File: config.mk
export PLATFORM = sky130hd
export DESIGN_NAME = axil_register_slice_flat
export DESIGN_NICKNAME = d
export VERILOG_FILES = /design/src/rtl/axil_register_slice_if.sv /design/src/rtl/axil_register_slice.sv /design/src/flat_wrapper.sv
export SDC_FILE = /design/constraint.sdc
export NUM_CORES = 1
export LEC_CHECK = 0
export BUFFER_PORTS_ARGS = -buffer_cell sky130_fd_sc_hd__buf_2
export CAP_MARGIN = 0
export CORE_AREA = 4 4 192 194
export DETAILED_ROUTE_END_ITERATION = 8
export DIE_AREA = 0 0 196 198
export GPL_TIMING_DRIVEN = 0
export MAX_ROUTING_LAYER = met4
export PLACE_DENSITY = 0.5
export REMOVE_ABC_BUFFERS = 1
export SKIP_CTS_REPAIR_TIMING = 1
export SYNTH_ARGS = -nofsm -noshare
export SYNTH_HDL_FRONTEND = slang
export SYNTH_SLANG_ARGS = --single-unit
File: constraint.sdc
create_clock -name aclk -period 8.36 [get_ports aclk]
set_clock_uncertainty 0.1 [all_clocks]
set_input_delay 2.508 -clock aclk [delete_from_list [all_inputs] [get_ports aclk]]
set_output_delay 2.508 -clock aclk [all_outputs]
set_load 0.03 [all_outputs]
File: src/rtl/axil_register_slice_if.sv
// ---------------------------------------------------------------------------
// axil_pkg / axil_if
//
// axil_pkg holds the AXI-Lite payload widths shared by the link and by the
// register slice, plus the skid-buffer state encoding. That encoding is also
// visible on the slice debug output.
//
// axil_if is one AXI-Lite link: the AW, W, B, AR and R channels.
//   modport m_axil : the master end of the link.
//                    It drives AW/W/AR payload and valid, and B/R ready.
//   modport s_axil : the slave end of the link.
//                    It drives AW/W/AR ready, and B/R payload and valid.
//
// Handshake rule on every channel: a beat transfers on a rising clock edge
// where valid and ready are both high. A source holds its valid and payload
// stable until that beat transfers. A sink may change its ready at any time.
// ---------------------------------------------------------------------------
package axil_pkg;
  localparam int AXI_ADDR_WIDTH = 32;
  localparam int AXI_DATA_WIDTH = 32;
  localparam int AXI_STRB_WIDTH = AXI_DATA_WIDTH / 8;
  localparam int AXI_RESP_WIDTH = 2;

  typedef enum logic [1:0] {
    SKID_EMPTY = 2'd0,
    SKID_ONE   = 2'd1,
    SKID_TWO   = 2'd2
  } skid_state_e;
endpackage

interface axil_if;
  import axil_pkg::*;

  logic                      awvalid;
  logic                      awready;
  logic [AXI_ADDR_WIDTH-1:0] awaddr;

  logic                      wvalid;
  logic                      wready;
  logic [AXI_DATA_WIDTH-1:0] wdata;
  logic [AXI_STRB_WIDTH-1:0] wstrb;

  logic                      bvalid;
  logic                      bready;
  logic [AXI_RESP_WIDTH-1:0] bresp;

  logic                      arvalid;
  logic                      arready;
  logic [AXI_ADDR_WIDTH-1:0] araddr;

  logic                      rvalid;
  logic                      rready;
  logic [AXI_DATA_WIDTH-1:0] rdata;
  logic [AXI_RESP_WIDTH-1:0] rresp;

  modport m_axil (
    output awvalid, awaddr, wvalid, wdata, wstrb, bready, arvalid, araddr, rready,
    input  awready, wready, bvalid, bresp, arready, rvalid, rdata, rresp
  );

  modport s_axil (
    input  awvalid, awaddr, wvalid, wdata, wstrb, bready, arvalid, araddr, rready,
    output awready, wready, bvalid, bresp, arready, rvalid, rdata, rresp
  );
endinterface

File: src/rtl/axil_register_slice.sv
// ---------------------------------------------------------------------------
// axil_register_slice
//
// Per-channel AXI-Lite pipeline stage. It sits on one interconnect master link
// and cuts every combinational valid/ready/payload path through that link.
// Each buffered channel is a 2-entry skid buffer. It sustains one beat per
// cycle per channel, and its valid and ready outputs both come straight from
// flops.
//
// Parameters (1 = skid-buffered, 0 = plain wires):
//   REG_AW, REG_W, REG_AR  request channels, s_axil -> m_axil
//   REG_B,  REG_R          response channels, m_axil -> s_axil
//
// Ports:
//   aclk       clock; all logic runs on the rising edge
//   areset     synchronous, active-high reset
//   s_axil     upstream side, driven by the interconnect master port
//   m_axil     downstream side, toward the AXI-Lite slave
//   wr_cnt     count of s-side B handshakes  (only with AXIL_SLICE_CNT_EN)
//   rd_cnt     count of s-side R handshakes  (only with AXIL_SLICE_CNT_EN)
//   dbg_state  skid FSM states, packed as {r, ar, b, w, aw}, 2 bits each.
//              A pass-through channel always reads SKID_EMPTY.
//
// Optional feature: define AXIL_SLICE_CNT_EN to add the wr_cnt/rd_cnt
// transaction counters. Both counters wrap silently and clear on reset.
//
// Handshake rule on every channel: a beat transfers on a rising edge where
// valid and ready are both high. The source holds its valid and payload stable
// until the beat transfers.
// ---------------------------------------------------------------------------

// One skid unit.
//   EMPTY: out_valid=0, in_ready=1.
//   ONE:   main holds a beat; out_valid=1, in_ready=1.
//   TWO:   main and skid both hold a beat; out_valid=1, in_ready=0.
// in_ready and out_valid are registered copies of the next state. They clear
// on reset, and in_ready only rises on the first edge after reset is released.
// The payload registers are never reset: whenever they hold stale data, the
// matching valid is low.
module axil_register_slice_skid
  import axil_pkg::*;
#(
  parameter int W = 32
) (
  input  logic        clk,
  input  logic        rst,
  input  logic        in_valid,
  output logic        in_ready,
  input  logic [W-1:0] in_data,
  output logic        out_valid,
  input  logic        out_ready,
  output logic [W-1:0] out_data,
  output skid_state_e state
);
  skid_state_e  state_q, state_d;
  logic [W-1:0] main_q, main_d;
  logic [W-1:0] skid_q, skid_d;
  logic         in_ready_q, in_ready_d;
  logic         out_valid_q, out_valid_d;
  logic         in_hs, out_hs;

  assign in_hs  = in_valid & in_ready_q;
  assign out_hs = out_valid_q & out_ready;

  always_comb begin
    state_d = state_q;
    main_d  = main_q;
    skid_d  = skid_q;
    case (state_q)
      SKID_EMPTY: begin
        if (in_hs) begin
          main_d  = in_data;
          state_d = SKID_ONE;
        end
      end
      SKID_ONE: begin
        if (in_hs && out_hs) begin
          // main drains and reloads in the same edge: full throughput
          main_d = in_data;
        end else if (in_hs) begin
          // downstream stalled: the new beat parks in skid behind main
          skid_d  = in_data;
          state_d = SKID_TWO;
        end else if (out_hs) begin
          state_d = SKID_EMPTY;
        end
      end
      SKID_TWO: begin
        // in_ready is low here, so only the output side can move
        if (out_hs) begin
          main_d  = skid_q;
          state_d = SKID_ONE;
        end
      end
      default: state_d = SKID_EMPTY;
    endcase
    in_ready_d  = (state_d != SKID_TWO);
    out_valid_d = (state_d != SKID_EMPTY);
  end

  always_ff @(posedge clk) begin
    if (rst) begin
      state_q     <= SKID_EMPTY;
      in_ready_q  <= 1'b0;
      out_valid_q <= 1'b0;
    end else begin
      state_q     <= state_d;
      in_ready_q  <= in_ready_d;
      out_valid_q <= out_valid_d;
    end
  end

  always_ff @(posedge clk) begin
    main_q <= main_d;
    skid_q <= skid_d;
  end

  assign in_ready  = in_ready_q;
  assign out_valid = out_valid_q;
  assign out_data  = main_q;
  assign state     = state_q;
endmodule

module axil_register_slice
  import axil_pkg::*;
#(
  parameter bit REG_AW = 1'b1,
  parameter bit REG_W  = 1'b1,
  parameter bit REG_B  = 1'b1,
  parameter bit REG_AR = 1'b1,
  parameter bit REG_R  = 1'b1
) (
  input  logic        aclk,
  input  logic        areset,
  axil_if.s_axil      s_axil,
  axil_if.m_axil      m_axil,
`ifdef AXIL_SLICE_CNT_EN
  output logic [31:0] wr_cnt,
  output logic [31:0] rd_cnt,
`endif
  output logic [9:0]  dbg_state
);
  localparam int W_W = AXI_DATA_WIDTH + AXI_STRB_WIDTH;
  localparam int R_W = AXI_DATA_WIDTH + AXI_RESP_WIDTH;

  skid_state_e aw_state, w_state, b_state, ar_state, r_state;

  // AW: s -> m
  if (REG_AW) begin : g_aw
    axil_register_slice_skid #(.W(AXI_ADDR_WIDTH)) u_skid (
      .clk      (aclk),
      .rst      (areset),
      .in_valid (s_axil.awvalid),
      .in_ready (s_axil.awready),
      .in_data  (s_axil.awaddr),
      .out_valid(m_axil.awvalid),
      .out_ready(m_axil.awready),
      .out_data (m_axil.awaddr),
      .state    (aw_state)
    );
  end else begin : g_aw_pt
    assign m_axil.awvalid = s_axil.awvalid;
    assign s_axil.awready = m_axil.awready;
    assign m_axil.awaddr  = s_axil.awaddr;
    assign aw_state       = SKID_EMPTY;
  end

  // W: s -> m, with data and strobe carried together as one payload
  if (REG_W) begin : g_w
    logic [W_W-1:0] w_in, w_out;
    assign w_in = {s_axil.wdata, s_axil.wstrb};
    assign {m_axil.wdata, m_axil.wstrb} = w_out;
    axil_register_slice_skid #(.W(W_W)) u_skid (
      .clk      (aclk),
      .rst      (areset),
      .in_valid (s_axil.wvalid),
      .in_ready (s_axil.wready),
      .in_data  (w_in),
      .out_valid(m_axil.wvalid),
      .out_ready(m_axil.wready),
      .out_data (w_out),
      .state    (w_state)
    );
  end else begin : g_w_pt
    assign m_axil.wvalid = s_axil.wvalid;
    assign s_axil.wready = m_axil.wready;
    assign m_axil.wdata  = s_axil.wdata;
    assign m_axil.wstrb  = s_axil.wstrb;
    assign w_state       = SKID_EMPTY;
  end

  // B: m -> s
  if (REG_B) begin : g_b
    axil_register_slice_skid #(.W(AXI_RESP_WIDTH)) u_skid (
      .clk      (aclk),
      .rst      (areset),
      .in_valid (m_axil.bvalid),
      .in_ready (m_axil.bready),
      .in_data  (m_axil.bresp),
      .out_valid(s_axil.bvalid),
      .out_ready(s_axil.bready),
      .out_data (s_axil.bresp),
      .state    (b_state)
    );
  end else begin : g_b_pt
    assign s_axil.bvalid = m_axil.bvalid;
    assign m_axil.bready = s_axil.bready;
    assign s_axil.bresp  = m_axil.bresp;
    assign b_state       = SKID_EMPTY;
  end

  // AR: s -> m
  if (REG_AR) begin : g_ar
    axil_register_slice_skid #(.W(AXI_ADDR_WIDTH)) u_skid (
      .clk      (aclk),
      .rst      (areset),
      .in_valid (s_axil.arvalid),
      .in_ready (s_axil.arready),
      .in_data  (s_axil.araddr),
      .out_valid(m_axil.arvalid),
      .out_ready(m_axil.arready),
      .out_data (m_axil.araddr),
      .state    (ar_state)
    );
  end else begin : g_ar_pt
    assign m_axil.arvalid = s_axil.arvalid;
    assign s_axil.arready = m_axil.arready;
    assign m_axil.araddr  = s_axil.araddr;
    assign ar_state       = SKID_EMPTY;
  end

  // R: m -> s, with data and response carried together as one payload
  if (REG_R) begin : g_r
    logic [R_W-1:0] r_in, r_out;
    assign r_in = {m_axil.rdata, m_axil.rresp};
    assign {s_axil.rdata, s_axil.rresp} = r_out;
    axil_register_slice_skid #(.W(R_W)) u_skid (
      .clk      (aclk),
      .rst      (areset),
      .in_valid (m_axil.rvalid),
      .in_ready (m_axil.rready),
      .in_data  (r_in),
      .out_valid(s_axil.rvalid),
      .out_ready(s_axil.rready),
      .out_data (r_out),
      .state    (r_state)
    );
  end else begin : g_r_pt
    assign s_axil.rvalid = m_axil.rvalid;
    assign m_axil.rready = s_axil.rready;
    assign s_axil.rdata  = m_axil.rdata;
    assign s_axil.rresp  = m_axil.rresp;
    assign r_state       = SKID_EMPTY;
  end

  assign dbg_state = {r_state, ar_state, b_state, w_state, aw_state};

`ifdef AXIL_SLICE_CNT_EN
  // Completed transactions as seen by the upstream master. Every response
  // counts, whatever its resp code.
  logic [31:0] wr_cnt_q, wr_cnt_d;
  logic [31:0] rd_cnt_q, rd_cnt_d;

  always_comb begin
    wr_cnt_d = wr_cnt_q;
    rd_cnt_d = rd_cnt_q;
    if (s_axil.bvalid && s_axil.bready) wr_cnt_d = wr_cnt_q + 32'd1;
    if (s_axil.rvalid && s_axil.rready) rd_cnt_d = rd_cnt_q + 32'd1;
  end

  always_ff @(posedge aclk) begin
    if (areset) begin
      wr_cnt_q <= 32'd0;
      rd_cnt_q <= 32'd0;
    end else begin
      wr_cnt_q <= wr_cnt_d;
      rd_cnt_q <= rd_cnt_d;
    end
  end

  assign wr_cnt = wr_cnt_q;
  assign rd_cnt = rd_cnt_q;
`endif
endmodule

File: src/flat_wrapper.sv
// flat-port wrapper written by rule: the top's interface ports become plain ports
module axil_register_slice_flat import axil_pkg::*;
#(
  parameter bit REG_AW = 1'b1,
  parameter bit REG_W  = 1'b1,
  parameter bit REG_B  = 1'b1,
  parameter bit REG_AR = 1'b1,
  parameter bit REG_R  = 1'b1
)
  (aclk, areset, dbg_state, s_axil_awvalid, s_axil_awaddr, s_axil_wvalid, s_axil_wdata, s_axil_wstrb, s_axil_bready, s_axil_arvalid, s_axil_araddr, s_axil_rready, s_axil_awready, s_axil_wready, s_axil_bvalid, s_axil_bresp, s_axil_arready, s_axil_rvalid, s_axil_rdata, s_axil_rresp, m_axil_awvalid, m_axil_awaddr, m_axil_wvalid, m_axil_wdata, m_axil_wstrb, m_axil_bready, m_axil_arvalid, m_axil_araddr, m_axil_rready, m_axil_awready, m_axil_wready, m_axil_bvalid, m_axil_bresp, m_axil_arready, m_axil_rvalid, m_axil_rdata, m_axil_rresp);
  axil_if s_axil_i ();
  axil_if m_axil_i ();
  input  logic aclk;
  input  logic areset;
  output logic [9:0] dbg_state;
  input wire logic [$bits(s_axil_i.awvalid)-1:0] s_axil_awvalid;
  input wire logic [$bits(s_axil_i.awaddr)-1:0] s_axil_awaddr;
  input wire logic [$bits(s_axil_i.wvalid)-1:0] s_axil_wvalid;
  input wire logic [$bits(s_axil_i.wdata)-1:0] s_axil_wdata;
  input wire logic [$bits(s_axil_i.wstrb)-1:0] s_axil_wstrb;
  input wire logic [$bits(s_axil_i.bready)-1:0] s_axil_bready;
  input wire logic [$bits(s_axil_i.arvalid)-1:0] s_axil_arvalid;
  input wire logic [$bits(s_axil_i.araddr)-1:0] s_axil_araddr;
  input wire logic [$bits(s_axil_i.rready)-1:0] s_axil_rready;
  output wire logic [$bits(s_axil_i.awready)-1:0] s_axil_awready;
  output wire logic [$bits(s_axil_i.wready)-1:0] s_axil_wready;
  output wire logic [$bits(s_axil_i.bvalid)-1:0] s_axil_bvalid;
  output wire logic [$bits(s_axil_i.bresp)-1:0] s_axil_bresp;
  output wire logic [$bits(s_axil_i.arready)-1:0] s_axil_arready;
  output wire logic [$bits(s_axil_i.rvalid)-1:0] s_axil_rvalid;
  output wire logic [$bits(s_axil_i.rdata)-1:0] s_axil_rdata;
  output wire logic [$bits(s_axil_i.rresp)-1:0] s_axil_rresp;
  output wire logic [$bits(m_axil_i.awvalid)-1:0] m_axil_awvalid;
  output wire logic [$bits(m_axil_i.awaddr)-1:0] m_axil_awaddr;
  output wire logic [$bits(m_axil_i.wvalid)-1:0] m_axil_wvalid;
  output wire logic [$bits(m_axil_i.wdata)-1:0] m_axil_wdata;
  output wire logic [$bits(m_axil_i.wstrb)-1:0] m_axil_wstrb;
  output wire logic [$bits(m_axil_i.bready)-1:0] m_axil_bready;
  output wire logic [$bits(m_axil_i.arvalid)-1:0] m_axil_arvalid;
  output wire logic [$bits(m_axil_i.araddr)-1:0] m_axil_araddr;
  output wire logic [$bits(m_axil_i.rready)-1:0] m_axil_rready;
  input wire logic [$bits(m_axil_i.awready)-1:0] m_axil_awready;
  input wire logic [$bits(m_axil_i.wready)-1:0] m_axil_wready;
  input wire logic [$bits(m_axil_i.bvalid)-1:0] m_axil_bvalid;
  input wire logic [$bits(m_axil_i.bresp)-1:0] m_axil_bresp;
  input wire logic [$bits(m_axil_i.arready)-1:0] m_axil_arready;
  input wire logic [$bits(m_axil_i.rvalid)-1:0] m_axil_rvalid;
  input wire logic [$bits(m_axil_i.rdata)-1:0] m_axil_rdata;
  input wire logic [$bits(m_axil_i.rresp)-1:0] m_axil_rresp;
  assign s_axil_i.awvalid = s_axil_awvalid;
  assign s_axil_i.awaddr = s_axil_awaddr;
  assign s_axil_i.wvalid = s_axil_wvalid;
  assign s_axil_i.wdata = s_axil_wdata;
  assign s_axil_i.wstrb = s_axil_wstrb;
  assign s_axil_i.bready = s_axil_bready;
  assign s_axil_i.arvalid = s_axil_arvalid;
  assign s_axil_i.araddr = s_axil_araddr;
  assign s_axil_i.rready = s_axil_rready;
  assign s_axil_awready = s_axil_i.awready;
  assign s_axil_wready = s_axil_i.wready;
  assign s_axil_bvalid = s_axil_i.bvalid;
  assign s_axil_bresp = s_axil_i.bresp;
  assign s_axil_arready = s_axil_i.arready;
  assign s_axil_rvalid = s_axil_i.rvalid;
  assign s_axil_rdata = s_axil_i.rdata;
  assign s_axil_rresp = s_axil_i.rresp;
  assign m_axil_awvalid = m_axil_i.awvalid;
  assign m_axil_awaddr = m_axil_i.awaddr;
  assign m_axil_wvalid = m_axil_i.wvalid;
  assign m_axil_wdata = m_axil_i.wdata;
  assign m_axil_wstrb = m_axil_i.wstrb;
  assign m_axil_bready = m_axil_i.bready;
  assign m_axil_arvalid = m_axil_i.arvalid;
  assign m_axil_araddr = m_axil_i.araddr;
  assign m_axil_rready = m_axil_i.rready;
  assign m_axil_i.awready = m_axil_awready;
  assign m_axil_i.wready = m_axil_wready;
  assign m_axil_i.bvalid = m_axil_bvalid;
  assign m_axil_i.bresp = m_axil_bresp;
  assign m_axil_i.arready = m_axil_arready;
  assign m_axil_i.rvalid = m_axil_rvalid;
  assign m_axil_i.rdata = m_axil_rdata;
  assign m_axil_i.rresp = m_axil_rresp;
  axil_register_slice #(.REG_AW(REG_AW), .REG_W(REG_W), .REG_B(REG_B), .REG_AR(REG_AR), .REG_R(REG_R)) u_core (.aclk(aclk), .areset(areset), .s_axil(s_axil_i), .m_axil(m_axil_i), .dbg_state(dbg_state));
endmodule
==> results of run 1 <==
[worst max-delay path by stage]
stage                                          start                           end  slack (ps)  depth (start not counted)
after global placement                 m_axil_wready   u_core.g_w.u_skid.skid_q[0]         650                          3
after CTS                 u_core.g_r.u_skid.state[0]                  dbg_state[8]        4320                          1
after floorplan                        m_axil_wready   u_core.g_w.u_skid.skid_q[0]        2510                          2
final                     u_core.g_r.u_skid.state[0]                  dbg_state[8]        4370                          1
after global routing      u_core.g_r.u_skid.state[0]                  dbg_state[8]        4270                          1
after detailed placement               m_axil_wready  u_core.g_w.u_skid.skid_q[15]        3800                          6
[stage by stage]
stage               std cells  total power (uW)
finish                   1410              3460
global route             1410              3610
CTS                      1405              3530
detailed placement       1347              2070
global placement         1335              2050
floorplan                 571              1930
[cell usage after synthesis, types with 3 or more instances]
cell type  instances  area [um^2]
nor2_1             3         11.3
a21oi_1           10         50.1
buf_12             3         60.1
and3b_1            4         35.0
a221oi_1           3         26.3
a211oi_1           9         67.6
edfxtp_1         272         8170
nand2_1          105          394
mux2_4            74         1110
o21ai_0            6         30.0
buf_2              3         15.0
buf_4              4         30.0
clkbuf_1           3         11.3
buf_6              8         90.1
nand3_1            3         15.0
mux2_2            30          338
dfxtp_1           20          400
[kinds of logic after synthesis]
kind of cell / after synthesis / share of synthesized area
mux: 104 / 0.130
flops: 292 / 0.770
compound gates: 43 / 0.0278
simple gates: 132 / 0.0525
buf+inv: 22 / 0.0189
[registers in the layout, indices dropped and copies added (netlist names), 32 cells and up]
register                     cells
u_core.g_w.u_skid.out_data      36
u_core.g_w.u_skid.skid_q        36
u_core.g_r.u_skid.out_data      34
u_core.g_r.u_skid.skid_q        34
u_core.g_ar.u_skid.out_data     32
u_core.g_ar.u_skid.skid_q       32
u_core.g_aw.u_skid.out_data     32
u_core.g_aw.u_skid.skid_q       32
[cell type report]
class,count,share of cell area
sequential,292,0.595
multi-input combinational,279,0.168
tap,461,0.0401
clock inverter,12,0.00782
antenna,5,0.000869
clock buffer,46,0.0667
timing repair buffer,315,0.121
[power by group]
part / internal (uW) / switching, uW / total (uW)
registers: 1680 / 24.0 / 1700
logic: 124 / 205 / 329
clock network: 865 / 569 / 1430
total: 2670 / 798 / 3460
[metal layers]
| layer | wire length [um] | part of all wire |
|---|---|---|
| met1 | 10500 | 0.43 |
| met4 | 675 | 0.028 |
| met5 | 0 | 0 |
| met2 | 11000 | 0.45 |
| met3 | 2230 | 0.091 |
==> metrics.md, run 1 <==
| Metric | Value |
|---|---|
| Fin util | `0.409` |
| Hold path cells | `1` |
| Worst Setup End Kind | `output pin` |
| Leakage power total | `0.00557 uW` |
| Post-DRT Antenna Nets | `0` |
| EDFF count, synth | `272` |
| RR Endpoint | `u_core.g_w.u_skid.out_data[35]` |
| Detailed Route WL | `24.4 mm` |
| Num rows | `69` |
| RSZ-0062 raised after global routing | `no` |
| DR WL/cell | `17.3 um` |
| Global routing usage on met2 | `0.185` |
| HPWL Detailed | `16.8 mm` |
| Initial core utilization | `0.316` |
| CP cell instances | `buf_2` |
| CP peak stage delay | `570 ps` |
| # fillers | `3292` |
| CP Max Fanout | `9` |
| Share of layout cells above drive strength 1 | `0.511` |
| # setup viols final | `0` |
| Die Wd | `196 um` |
| # DRC | `0` |
| Final Hold Fails | `0` |
| Placed Area | `13300 um^2` |
| Mean area per synthesized cell | `18.8 um^2` |
| Period utilisation layout | `0.478` |
| Worst Hold Class | `register to register` |
| VDD IR max | `0.000178 V` |
| Clk_lat worst skew | `520 ps` |
| Nets | `1070` |
| RR Startpoint | `u_core.g_w.u_skid.state[1]` |
| Total negative slack | `0 ps` |
| Final Cell Area | `14400 um^2` |
| Worst setup SP type | `register` |
| Post-Syn Instances | `593` |
| Multi-input gate area | `2420 um^2` |
| R2R depth | `2` |
| Root Driver | `clkbuf_16` |
| Dpl ws | `3800 ps` |
| Global-route wire length before repair | `36.8 mm` |
| Tightest Pin Transition | `1370 ps` |
| R2R setup slack | `5950 ps` |
| Register area share after synthesis | `0.770` |
| Number of global-route vias before repair | `6393` |
| Clk buf depth | `3` |
| Initial antenna violation count | `5` |
| Critical path data arrival time | `1390 ps` |
| Largest net degree at the start of global routing | `39` |
| Final slew viol count | `0` |
| Worst path top cell family by delay | `flip-flops` |
| Via count | `6170` |
| Met1 global-route usage | `0.153` |
| GR Util All Layers | `0.124` |
| Most frequent cells in the layout | `buf_2 (303), edfxtp_1 (272), nand2_1 (105)` |
| Gpl congestion | `0.743` |
| Syn. warnings | `0` |
| Slew HR | `0.0835` |
| Min-delay src | `u_core.g_b.u_skid.out_valid` |
| Max Freq | `250 MHz` |
| Max-cap viol count | `0` |
| Overflow after GRT | `0` |
| Fin Hold WS | `403 ps` |
| Port buffer count | `303` |
| Die height | `198 um` |
| Full die area | `38800 um^2` |
| Met3 Usage GRT | `0.0551` |
| Detailed Route Iter0 Violations | `252` |
| GRT busiest layer | `met2` |
| CTS clk-pin slew, worst paths | `60 ps` |
| CP required | `5750 ps` |
| FF+latch count, synth | `292` |
| WP buf/inv | `1` |
| Fin crit period | `3990 ps` |
| Io pins | `304` |
| Prevailing post-synth register cell | `edfxtp_1` |
| Commonest non-fill, non-tap cell in the layout | `buf_2` |
| Crit path max-delay cell type | `dfxtp_1` |
| Max H-tree Level | `2` |
| Worst hold path endpoint | `u_core.g_b.u_skid.state[1]` |
| Number of detailed-route iterations in the first pass | `4` |
| Reg area | `8570 um^2` |
| CTS tree | `built` |
| Core ar. | `35200 um^2` |
| CP Class | `register to output pin` |
| Sink Count | `292` |
| Area grow syn2layout | `29.4%` |
| Status | `finished, final reports clean` |
| Mapped Area | `11100 um^2` |
| Yosys cell types | `38` |
| Share of flip-flops with an asynchronous set or reset | `0` |
| Pwr Density | `241 nW/um^2` |
| Vias per inst | `4.38` |
| CTS Buf Count | `34` |
| Final worst setup slack | `4370 ps` |
No activity file was read; power rests on OpenSTA's default activity.
==> run 2: changes to the inputs <==
--- a/config.mk
+++ b/config.mk
@@ -5,11 +5,12 @@
 export SDC_FILE = /design/constraint.sdc
 export NUM_CORES = 1
 export LEC_CHECK = 0
+export ABC_AREA = 1
 export BUFFER_PORTS_ARGS = -buffer_cell sky130_fd_sc_hd__buf_2
 export CAP_MARGIN = 0
-export CORE_AREA = 4 4 192 194
+export CORE_AREA = 4 4 191 193
 export DETAILED_ROUTE_END_ITERATION = 8
-export DIE_AREA = 0 0 196 198
+export DIE_AREA = 0 0 195 197
 export GPL_TIMING_DRIVEN = 0
 export MAX_ROUTING_LAYER = met4
 export PLACE_DENSITY = 0.5
==> constraint.sdc (replaced) <==
create_clock -name aclk -period 4.1 [get_ports aclk]
set_clock_uncertainty 0.1 [all_clocks]
set_input_delay 1.23 -clock aclk [delete_from_list [all_inputs] [get_ports aclk]]
set_output_delay 1.23 -clock aclk [all_outputs]
set_load 0.03 [all_outputs]
==> run 2 against run 1 <==
Clock-buffer cell count decreased by 1; register-to-register slack got worse by 4700 ps; worst hold slack improved by 11 ps; critical path depth unchanged; power increased to 2.6 times the previous value; synthesized cell count increased by 46%; setup slack got worse by 3400 ps; die area decreased by 1.0%; wire length increased by 18%; combinational power increased to 6.0 times the previous value; core utilization increased by 0.39 points; via count increased by 22%; critical path type unchanged; largest cell class unchanged; highest routed layer unchanged.
==> metrics.md, run 2 <==
| Metric | Value |
|---|---|
| Commonest non-fill, non-tap cell in the layout | `nand2_1` |
| Share of flip-flops with an asynchronous set or reset | `0 (unchanged)` |
| Post-Syn Instances | `868 (+46%)` |
| Max Freq | `320 MHz` |
| Vias per inst | `4.49 (+2.7%)` |
| Worst path top cell family by delay | `flip-flops` |
| Clk_lat worst skew | `520 ps (about the same)` |
| Core ar. | `34500 um^2 (-1.9%)` |
| Leakage power total | `0.00603 uW (+8.3%)` |
| Mapped Area | `11000 um^2 (-0.77%)` |
| Cells taking the most area after synthesis | `edfxtp_1 (74%), nand2_1 (12%), nand3_1 (5.0%)` |
| Synth Area in Adders | `0 (unchanged)` |
| Synth top area share | `0.740 (+0.00566)` |
| CP Max Fanout | `42 (+33)` |
| Mean area per synthesized cell | `12.7 um^2 (-32%)` |
| EDFF count, synth | `272 (unchanged)` |
| Num rows | `68 (-1.4%)` |
| Synth Area in Compound Gates | `0.00726 (-0.0205)` |
| Die Wd | `195 um (-0.51%)` |
| Yosys cell types | `18 (-53%)` |
| GR Util All Layers | `0.148 (+0.0233)` |
| RSZ-0062 raised after global routing | `no` |
| Clk buf depth | `3 (unchanged)` |
| Final Hold Fails | `0 (unchanged)` |
| CP cell instances | `buf_2` |
| Sink Count | `292 (unchanged)` |
| Total negative slack | `0 ps (unchanged)` |
| Number of global-route vias before repair | `7404 (+16%)` |
| Via count | `7502 (+22%)` |
| Critical path data arrival time | `1790 ps (+400 ps)` |
| # fillers | `3347 (+1.7%)` |
| Largest family of logic cells by synthesized area | `simple AND/OR/NAND/NOR gates` |
| Nets | `1329 (+24%)` |
| Final slew viol count | `0 (unchanged)` |
| Overflow after GRT | `0 (unchanged)` |
| Max-cap viol count | `0 (unchanged)` |
| CP Class | `register to output pin` |
| Pwr Density | `640 nW/um^2 (+170%)` |
| DR WL/cell | `17.3 um (+0.11%)` |
| Post-synthesis mux area share | `0 (-0.130)` |
| HPWL Detailed | `19.3 mm (+15%)` |
| Number of detailed-route iterations in the first pass | `5 (+1)` |
| RR Startpoint | `u_core.g_w.u_skid.state[0]` |
| Simple-gate share of the synthesized area | `0.184 (+0.131)` |
| # setup viols final | `0 (unchanged)` |
| Detailed Route Iter0 Violations | `503 (+100%)` |
| Area grow syn2layout | `29.1%` |
| Io pins | `304 (unchanged)` |
| Initial antenna violation count | `8 (+3)` |
| Worst Hold Class | `register to register` |
| FF+latch count, synth | `292 (unchanged)` |
| Max H-tree Level | `2 (unchanged)` |
| Non-Filler Instances | `1669 (+18%)` |
| Largest net degree at the start of global routing | `43 (+10%)` |
| # DRC | `0 (unchanged)` |
| Full die area | `38400 um^2 (-1.0%)` |
| Root Driver | `clkbuf_16` |
| CP peak stage delay | `910 ps (+340 ps)` |
| Min-delay src | `u_core.g_r.u_skid.skid_q[19]` |
| Crit path max-delay cell type | `dfxtp_2` |
| CTS tree | `built` |
| Register area share after synthesis | `0.776 (+0.00594)` |
| WP buf/inv | `1 (unchanged)` |
| Period utilisation layout | `0.762` |
| Status | `finished, final reports clean` |
| Global-route wire length before repair | `43.6 mm (+18%)` |
| Slew HR | `0.107 (+0.0236)` |
| Die height | `197 um (-0.51%)` |
| Worst Setup End Kind | `output pin` |
| Syn. warnings | `0 (unchanged)` |
| Post-synth top cells | `nand2_1 (350), edfxtp_1 (272), nand3_1 (111)` |
| CP required | `2770 ps (-2980 ps)` |
| Gpl congestion | `0.745 (+0.23%)` |
| DP Cell Count | `1598 (+19%)` |
| Tightest Pin Transition | `1340 ps (-34.0 ps)` |
| Worst setup SP type | `register` |
| Detailed Route WL | `28.9 mm (+18%)` |
| VDD IR max | `0.000452 V (+150%)` |
| Fin crit period | `3120 ps` |
| Leading area contributor after synthesis | `edfxtp_1` |
| Synth Area in XOR/XNOR | `0 (unchanged)` |
| Most common cell in the netlist | `nand2_1` |
| Share of layout cells above drive strength 1 | `0.316 (-0.194)` |
| Post-DRT Antenna Nets | `0 (unchanged)` |
| Initial core utilization | `0.319 (+0.00376)` |
| Prevailing post-synth register cell | `edfxtp_1` |
| Port buffer count | `303 (unchanged)` |
| Critical Path Source | `u_core.g_w.u_skid.state[1]` |
| Most frequent cells in the layout | `nand2_1 (350), buf_2 (303), edfxtp_1 (272)` |
| CTS clk-pin slew, worst paths | `60 ps (about the same)` |
| CTS Buf Count | `35 (+2.9%)` |
[run 2: cell count changes after synthesis, moves of 4 or more]
cell and change:
inv_2 +4, and3b_1 -4, inv_1 +26, buf_2 +22, mux2_4 -74, mux2_2 -30, nand3_1 +108, nand2_1 +245
nor2_1 +14, a211oi_1 -9
[run 2: per-stage QoR]
stage,worst slack [ps],hold WS [ps],utilization,area [um^2],total power [uW]
3_5_place_dp,894,401,0.377,13000,6050
4_1_cts,937,414,0.411,14200,9230
2_1_floorplan,-327,394,-,10800,5280
3_3_place_gp,-1950,396,0.373,12900,6020
6_report,978,414,0.412,14200,9110
5_1_grt,881,440,0.412,14200,9550
[run 2: worst reg2reg max path, cell delays in order, from the launching register on]
cell and delay (ps):
dfxtp_1 360, inv_1 980, nand2_2 830, nand2_1 270
nand2_1 60
[run 2: routing by layer]
layer,part of all wire,GRT usage,vias to the layer above
met2,0.46,0.224,271
met1,0.43,0.184,3545
li1,-,-,3640
met4,0.026,0.0463,0
met5,0,-,-
met3,0.087,0.0566,46
[run 2: worst paths after layout]
kind,to,slack (ps),cells after the start
worst min-delay path,u_core.g_r.u_skid.out_data[19],410,2
worst max-delay path,dbg_state[3],980,1
worst max register to register,u_core.g_w.u_skid.out_data[33],1240,4
worst min register to register,u_core.g_r.u_skid.out_data[19],410,2
[run 2: layout make-up]
type	instances	area (um^2)	share of cell area
antenna	9	22.5	0.00158
clock buffer	45	956	0.0671
clock inverter	16	208	0.0146
inverter	30	113	0.00790
multi-input combinational	508	2140	0.150
sequential	292	8570	0.602
tap	455	569	0.0400
timing repair buffer	314	1670	0.117
[run 2: report_power, final]
group,total [uW],switching [uW],internal [uW],leakage (uW)
sequential,4010,211,3800,0.00267
clock,3150,1190,1960,0.000558
combinational,1960,1480,483,0.00281
total,9110,2880,6240,0.00603
[run 2: logic make-up after synthesis]
| kind of cell | Yosys count |
|---|---|
| compound gates | 16 |
| buf+inv | 68 |
| flops | 292 |
| simple gates | 492 |
